File: config.mk
export PLATFORM = sky130hd
export DESIGN_NAME = display_scheduler_flat
export DESIGN_NICKNAME = d
export VERILOG_FILES = /design/src/rtl/display_scheduler_if.sv /design/src/rtl/display_scheduler.sv /design/src/flat_wrapper.sv
export SDC_FILE = /design/constraint.sdc
export NUM_CORES = 1
export LEC_CHECK = 0
export BUFFER_PORTS_ARGS = -buffer_cell sky130_fd_sc_hd__clkbuf_2
export CORE_UTILIZATION = 45
export DETAILED_ROUTE_END_ITERATION = 8
export PLACE_DENSITY = 0.66
export SETUP_SLACK_MARGIN = 0.4
export SYNTH_ARGS = -nofsm -noshare
export SYNTH_HDL_FRONTEND = slang
export SYNTH_SLANG_ARGS = --single-unit
File: constraint.sdc
create_clock -name clock_100Mhz -period 4.14 [get_ports clock_100Mhz]
set_input_delay 0.828 -clock clock_100Mhz [delete_from_list [all_inputs] [get_ports clock_100Mhz]]
set_output_delay 0.828 -clock clock_100Mhz [all_outputs]
set_load 0.02 [all_outputs]
File: src/rtl/display_scheduler_if.sv
// Frame handshake between one matrix producer and the display scheduler.
// The producer holds valid and data steady until it sees ready.
interface display_scheduler_if;
   logic        valid;
   logic [31:0] data;
   logic        ready;

   modport master (output valid, output data, input ready);
   modport slave  (input valid, input data, output ready);
endinterface

File: src/rtl/display_scheduler.sv
// Round-robin sharing of the 4-digit display between two 2x2-matrix producers:
// grant one frame, show its four bytes for DWELL_CYCLES each, then blank for GAP_CYCLES.
module display_scheduler #(
   parameter int DWELL_CYCLES = 100000000,
   parameter int GAP_CYCLES   = 2
) (
   input  logic                 clock_100Mhz,
   input  logic                 reset,
   display_scheduler_if.slave   req0_i,
   display_scheduler_if.slave   req1_i,
   input  logic                 hold_i,
   output logic [7:0]           disp_value_o,
   output logic [1:0]           disp_idx_o,
   output logic                 disp_src_o,
   output logic                 disp_active_o,
   output logic                 frame_done_o,
   output logic                 busy_o
);

   localparam int DW = (DWELL_CYCLES > 1) ? $clog2(DWELL_CYCLES) : 1;
   localparam int GW = (GAP_CYCLES > 1) ? $clog2(GAP_CYCLES) : 1;
   localparam logic [DW-1:0] DWELL_LAST = DW'(DWELL_CYCLES - 1);
   localparam logic [GW-1:0] GAP_LAST   = GW'(GAP_CYCLES - 1);
   localparam logic [DW-1:0] DWELL_ONE  = DW'(1);
   localparam logic [GW-1:0] GAP_ONE    = GW'(1);

   typedef enum logic [1:0] {IDLE, SHOW, GAP} state_t;

   state_t        state_q;
   logic [31:0]   frame_q;
   logic [1:0]    idx_q;
   logic          src_q;
   logic          last_src_q;
   logic          active_q;
   logic          done_q;
   logic          busy_q;
   logic [DW-1:0] dwell_q;
   logic [GW-1:0] gap_q;

   logic          grant0;
   logic          grant1;
   logic          can_accept;
   logic [7:0]    value_mux;

   // Ties go to the requester that was not served last; ready is masked in reset.
   always_comb begin
      grant0     = req0_i.valid & (~req1_i.valid | last_src_q);
      grant1     = req1_i.valid & (~req0_i.valid | ~last_src_q);
      can_accept = (state_q == IDLE) & ~reset;
      case (idx_q)
         2'd0:    value_mux = frame_q[31:24];
         2'd1:    value_mux = frame_q[23:16];
         2'd2:    value_mux = frame_q[15:8];
         default: value_mux = frame_q[7:0];
      endcase
   end

   assign req0_i.ready  = grant0 & can_accept;
   assign req1_i.ready  = grant1 & can_accept;
   assign disp_value_o  = value_mux;
   assign disp_idx_o    = idx_q;
   assign disp_src_o    = src_q;
   assign disp_active_o = active_q;
   assign frame_done_o  = done_q;
   assign busy_o        = busy_q;

   always_ff @(posedge clock_100Mhz or posedge reset) begin
      if (reset) begin
         state_q    <= IDLE;
         frame_q    <= '0;
         idx_q      <= '0;
         src_q      <= 1'b0;
         last_src_q <= 1'b1;
         active_q   <= 1'b0;
         done_q     <= 1'b0;
         busy_q     <= 1'b0;
         dwell_q    <= '0;
         gap_q      <= '0;
      end else begin
         done_q <= 1'b0;
         case (state_q)
            IDLE: begin
               if (grant0 | grant1) begin
                  frame_q    <= grant1 ? req1_i.data : req0_i.data;
                  src_q      <= grant1;
                  last_src_q <= grant1;
                  idx_q      <= 2'd0;
                  dwell_q    <= '0;
                  active_q   <= 1'b1;
                  busy_q     <= 1'b1;
                  state_q    <= SHOW;
               end
            end
            SHOW: begin
               if (!hold_i) begin
                  if (dwell_q == DWELL_LAST) begin
                     dwell_q <= '0;
                     if (idx_q != 2'd3) begin
                        idx_q <= idx_q + 2'd1;
                     end else begin
                        active_q <= 1'b0;
                        done_q   <= 1'b1;
                        gap_q    <= '0;
                        state_q  <= GAP;
                     end
                  end else begin
                     dwell_q <= dwell_q + DWELL_ONE;
                  end
               end
            end
            GAP: begin
               // Value, index and source stay frozen on the last element while blanked.
               if (gap_q == GAP_LAST) begin
                  busy_q  <= 1'b0;
                  state_q <= IDLE;
               end else begin
                  gap_q <= gap_q + GAP_ONE;
               end
            end
            default: state_q <= IDLE;
         endcase
      end
   end

endmodule

File: src/flat_wrapper.sv
// flat-port wrapper written by rule: the top's interface ports become plain ports
module display_scheduler_flat 
#(
   parameter int DWELL_CYCLES = 100000000,
   parameter int GAP_CYCLES   = 2
)
  (clock_100Mhz, reset, hold_i, disp_value_o, disp_idx_o, disp_src_o, disp_active_o, frame_done_o, busy_o, req0_i_valid, req0_i_data, req0_i_ready, req1_i_valid, req1_i_data, req1_i_ready);
  display_scheduler_if req0_i_i ();
  display_scheduler_if req1_i_i ();
  input  logic clock_100Mhz;
  input  logic reset;
  input  logic hold_i;
  output logic [7:0] disp_value_o;
  output logic [1:0] disp_idx_o;
  output logic disp_src_o;
  output logic disp_active_o;
  output logic frame_done_o;
  output logic busy_o;
  input wire logic [$bits(req0_i_i.valid)-1:0] req0_i_valid;
  input wire logic [$bits(req0_i_i.data)-1:0] req0_i_data;
  output wire logic [$bits(req0_i_i.ready)-1:0] req0_i_ready;
  input wire logic [$bits(req1_i_i.valid)-1:0] req1_i_valid;
  input wire logic [$bits(req1_i_i.data)-1:0] req1_i_data;
  output wire logic [$bits(req1_i_i.ready)-1:0] req1_i_ready;
  assign req0_i_i.valid = req0_i_valid;
  assign req0_i_i.data = req0_i_data;
  assign req0_i_ready = req0_i_i.ready;
  assign req1_i_i.valid = req1_i_valid;
  assign req1_i_i.data = req1_i_data;
  assign req1_i_ready = req1_i_i.ready;
  display_scheduler #(.DWELL_CYCLES(DWELL_CYCLES), .GAP_CYCLES(GAP_CYCLES)) u_core (.clock_100Mhz(clock_100Mhz), .reset(reset), .req0_i(req0_i_i), .req1_i(req1_i_i), .hold_i(hold_i), .disp_value_o(disp_value_o), .disp_idx_o(disp_idx_o), .disp_src_o(disp_src_o), .disp_active_o(disp_active_o), .frame_done_o(frame_done_o), .busy_o(busy_o));
endmodule
==> summary.md <==
| Metric | Value |
|---|---|
| Status | complete, no violations |
| Largest clock skew in the final design | 6.32 ps |
| Number of buffers created by CTS | 9 |
| Finish-stage setup viols | 0 |
| Number of standard-cell rows in the floorplan | 32 |
| Summed area of non-filler cells in the final layout | 4360 µm² |
| Worst endpoint data arrival time | about 2000 ps |
| Maximum clock rate | 360 MHz |
| Iter 0 DRT Violations | between 150 and 200 |
| IR Drop Worst-Case VDD | 184 µV |
| CTS tree | yes |
| Clock tree root driver cell | sky130_fd_sc_hd__clkbuf_8 |
| Skew-Pair Late Insertion Delay | around 340 ps |
| Final number of hold-violating endpoints | 0 |
| Commonest cells after routing, fill and taps aside | 84 x sky130_fd_sc_hd__clkbuf_2, 68 x sky130_fd_sc_hd__dfrtp_1, 56 x sky130_fd_sc_hd__nand2_1 |
| Worst Path Required | about 3300 ps |
| Class of the tightest hold or removal check | reg2reg |
| Post-route clock period utilization | 0.670 |
| Clk pin slew, worst setup/hold paths | 70 ps |
| Unrepaired setup endpoints after global routing | no |
| Number of port buffers | 84 |
| Remaining antenna violation count | 0 |
| Nature of the critical path startpoint | flop |
| Placeable core region | between 7000 and 8000 µm² |
| Portion of synthesized cell area occupied by the leading cell type | 0.473 |
| Number of flops mapped to enable cells by yosys | 0 |
| # Max-Cap Violations | 0 |
| Final Net Count | around 530 |
| Routability congestion estimate from global placement | 0.819 |
| Total half-perimeter wirelength after legalization and detailed placement | 5520 µm |
| DRC violations left | 0 |
| Leading cell type in the layout, fill and taps excluded | sky130_fd_sc_hd__clkbuf_2 |
| Synth cell types | 43 |
| Worst-margin pin slew | ~1000 ps |
| Count of cells resized by post-cts repair | 0 |
| Portion of the post-synthesis area used by sequential elements | 0.480 |
| Ys Warns | 0 |
| Crit. End Element | output pin |
| Largest delay contributor family on the critical path | flip-flops |
| Aggregate routed wire length | between 7000 and 8000 µm |
| Max-slew violation count | 0 |
| Quantity of hold-fixing buffers added after cts | 0 |
| Cell area after technology mapping | between 3000 and 4000 µm² |
| Die area | between 8000 and 9000 µm² |
| Maximum clock path buffer count | 2 |
| Worst Path Class, Setup | reg2out |
| First-pass detailed-route iteration total | 4 |
| Number of nets in the synthesized netlist | between 400 and 500 |
| Pwr/cell area | about 470 nW/µm² |
| Seq cells post-synth | 69 |
| Area overhead of the layout relative to synthesis | 21.0% |
| Worst Path Buf+Inv | 2 |
| Maximum fanout count along the critical path | 8 |
| Share of layout cells above drive strength 1 | 0.247 |
| Initial core utilization | 0.466 |
| TritonCTS Sinks | 69 |
| Placed inst area | 4110 µm² |
| Leakage power | 2.13 nW |
| Worst-path cell with the longest stage delay | sky130_fd_sc_hd__dfrtp_1 |
| # Post-CTS Setup Buffers | 0 |
| Tmin final | 2770 ps |
| Biggest area consumer among synthesized cells | sky130_fd_sc_hd__dfrtp_1 |
| Aggregate global-route resource usage | 0.202 |
| Async SR Flop Fraction | 1.00 |
| Aggregate global routing overflow | 0 |
| # H-tree levels | 3 |
| Cells along the critical path | inv_1, ha_1, a222oi_1, mux2i_1, clkbuf_2 |
| Top area cells in the synthesized netlist | sky130_fd_sc_hd__dfrtp_1 47%, sky130_fd_sc_hd__mux2i_1 11%, sky130_fd_sc_hd__nand2_1 5.9%, sky130_fd_sc_hd__o21ai_0 5.4%, sky130_fd_sc_hd__xor2_1 4.4% |
| Initial antenna violation count | 0 |
| Relative slew slack | 0.331 |
| Routed len/inst | 14.1 µm |
| Diode count | 0 |
| Most common flop cell mapped by yosys | sky130_fd_sc_hd__dfrtp_1 |
| Number of vias in the routed layout | 2,953 |
| Overall die height | around 91 µm |
| Post-synthesis average cell area | 9.55 µm² |
| Worst hold slack | 472 ps |
| Global-route wire length before repair | 13,200 µm |
| Final TNS setup | 0 ps |
| Die Wd | about 90 µm |
| Via count of the first global-routing pass | ~2,700 |
| Routed via count divided by cell count | 5.24 |
| Longest individual stage delay on the worst path | 470 ps |
| Pin count of the biggest net entering global routing | 70 |
| Count of mapped cells out of synthesis | 377 |
| Boundary Pins | 85 |
[kinds of logic after synthesis]
logic type | share of synthesized area
compound gates | 0.110
xor+xnor | 0.0487
fa+ha+maj | 0.0209
buf+inv | 0.0421
flops | 0.480
mux | 0.111
simple gates | 0.187
[cell usage after synthesis, drive strengths merged, types with 2 or more instances]
master  instances
and3            4
nand2          57
nor2           30
nor4            9
mux2i          40
clkbuf         15
and4            3
dfrtp          68
ha              6
a31oi           2
buf             5
a222oi          8
nand4           9
o21ai          39
xor2           18
or3             3
xnor2           2
nand2b          3
nand3          15
a21oi           4
nor3            3
inv            17
[where the power goes]
group          internal, mW  switching (mW)
registers             0.822           0.117
logic                 0.183           0.244
clock network         0.415           0.256
[metrics by stage]
stage	cells	power (mW)	setup slack, ps	util
after floorplan	377	1.22	548	-
after global placement	548	1.36	1370	0.532
after detailed placement	548	1.38	1220	0.532
after CTS	564	2.05	1370	0.564
after global routing	564	2.16	1200	0.564
final	564	2.04	1370	0.564
[metal layers]
| layer | wire (µm) | GRT usage | vias to the layer above |
|---|---|---|---|
| met5 | 0 | 0 | - |
| met4 | 95 | 0.0754 | 0 |
| met3 | 318 | 0.0343 | 9 |
| met2 | 3700 | 0.297 | 70 |
| met1 | 3860 | 0.298 | 1397 |
| li1 | - | - | 1477 |
[worst paths after layout]
path                                       from                 end  slack [ps]  cells past startpoint
min                                u_core.gap_q   u_core.state_q[1]         470                      1
max reg2reg                   u_core.state_q[0]  u_core.frame_q[14]        1800                      4
min reg2reg                        u_core.gap_q   u_core.state_q[1]         470                      1
max in group asynchronous                 reset  u_core.dwell_q[21]        2810                      3
max                        u_core.disp_idx_o[0]     disp_value_o[5]        1370                      5
min in group asynchronous                 reset       u_core.busy_o         760                      3
[sequential cells by signal, summed over array words and instances (netlist names)]
name	count
u_core.dwell_q	27
u_core.gap_q	1
u_core.frame_done_o	1
u_core.state_q	2
u_core.disp_src_o	1
u_core.disp_idx_o	2
u_core.frame_q	32
u_core.last_src_q	1
u_core.busy_o	1
u_core.disp_active_o	1
[worst reg2reg max path, delay by kind of cell (launching register included)]
family          cells  cell delay, ps
simple gates        3            1490
flops               1             450
compound gates      1             230
[layout make-up]
type                    count  area, µm²
multi-input cells         271       1730
well taps                 102        128
fillers                   709       3370
flip-flops and latches     69       1730
clock buffers              10        138
inverters                  17       63.8
repair buffers             89        458
clock inverters             6        110
Note: power is estimated with default switching activity, not from simulation.
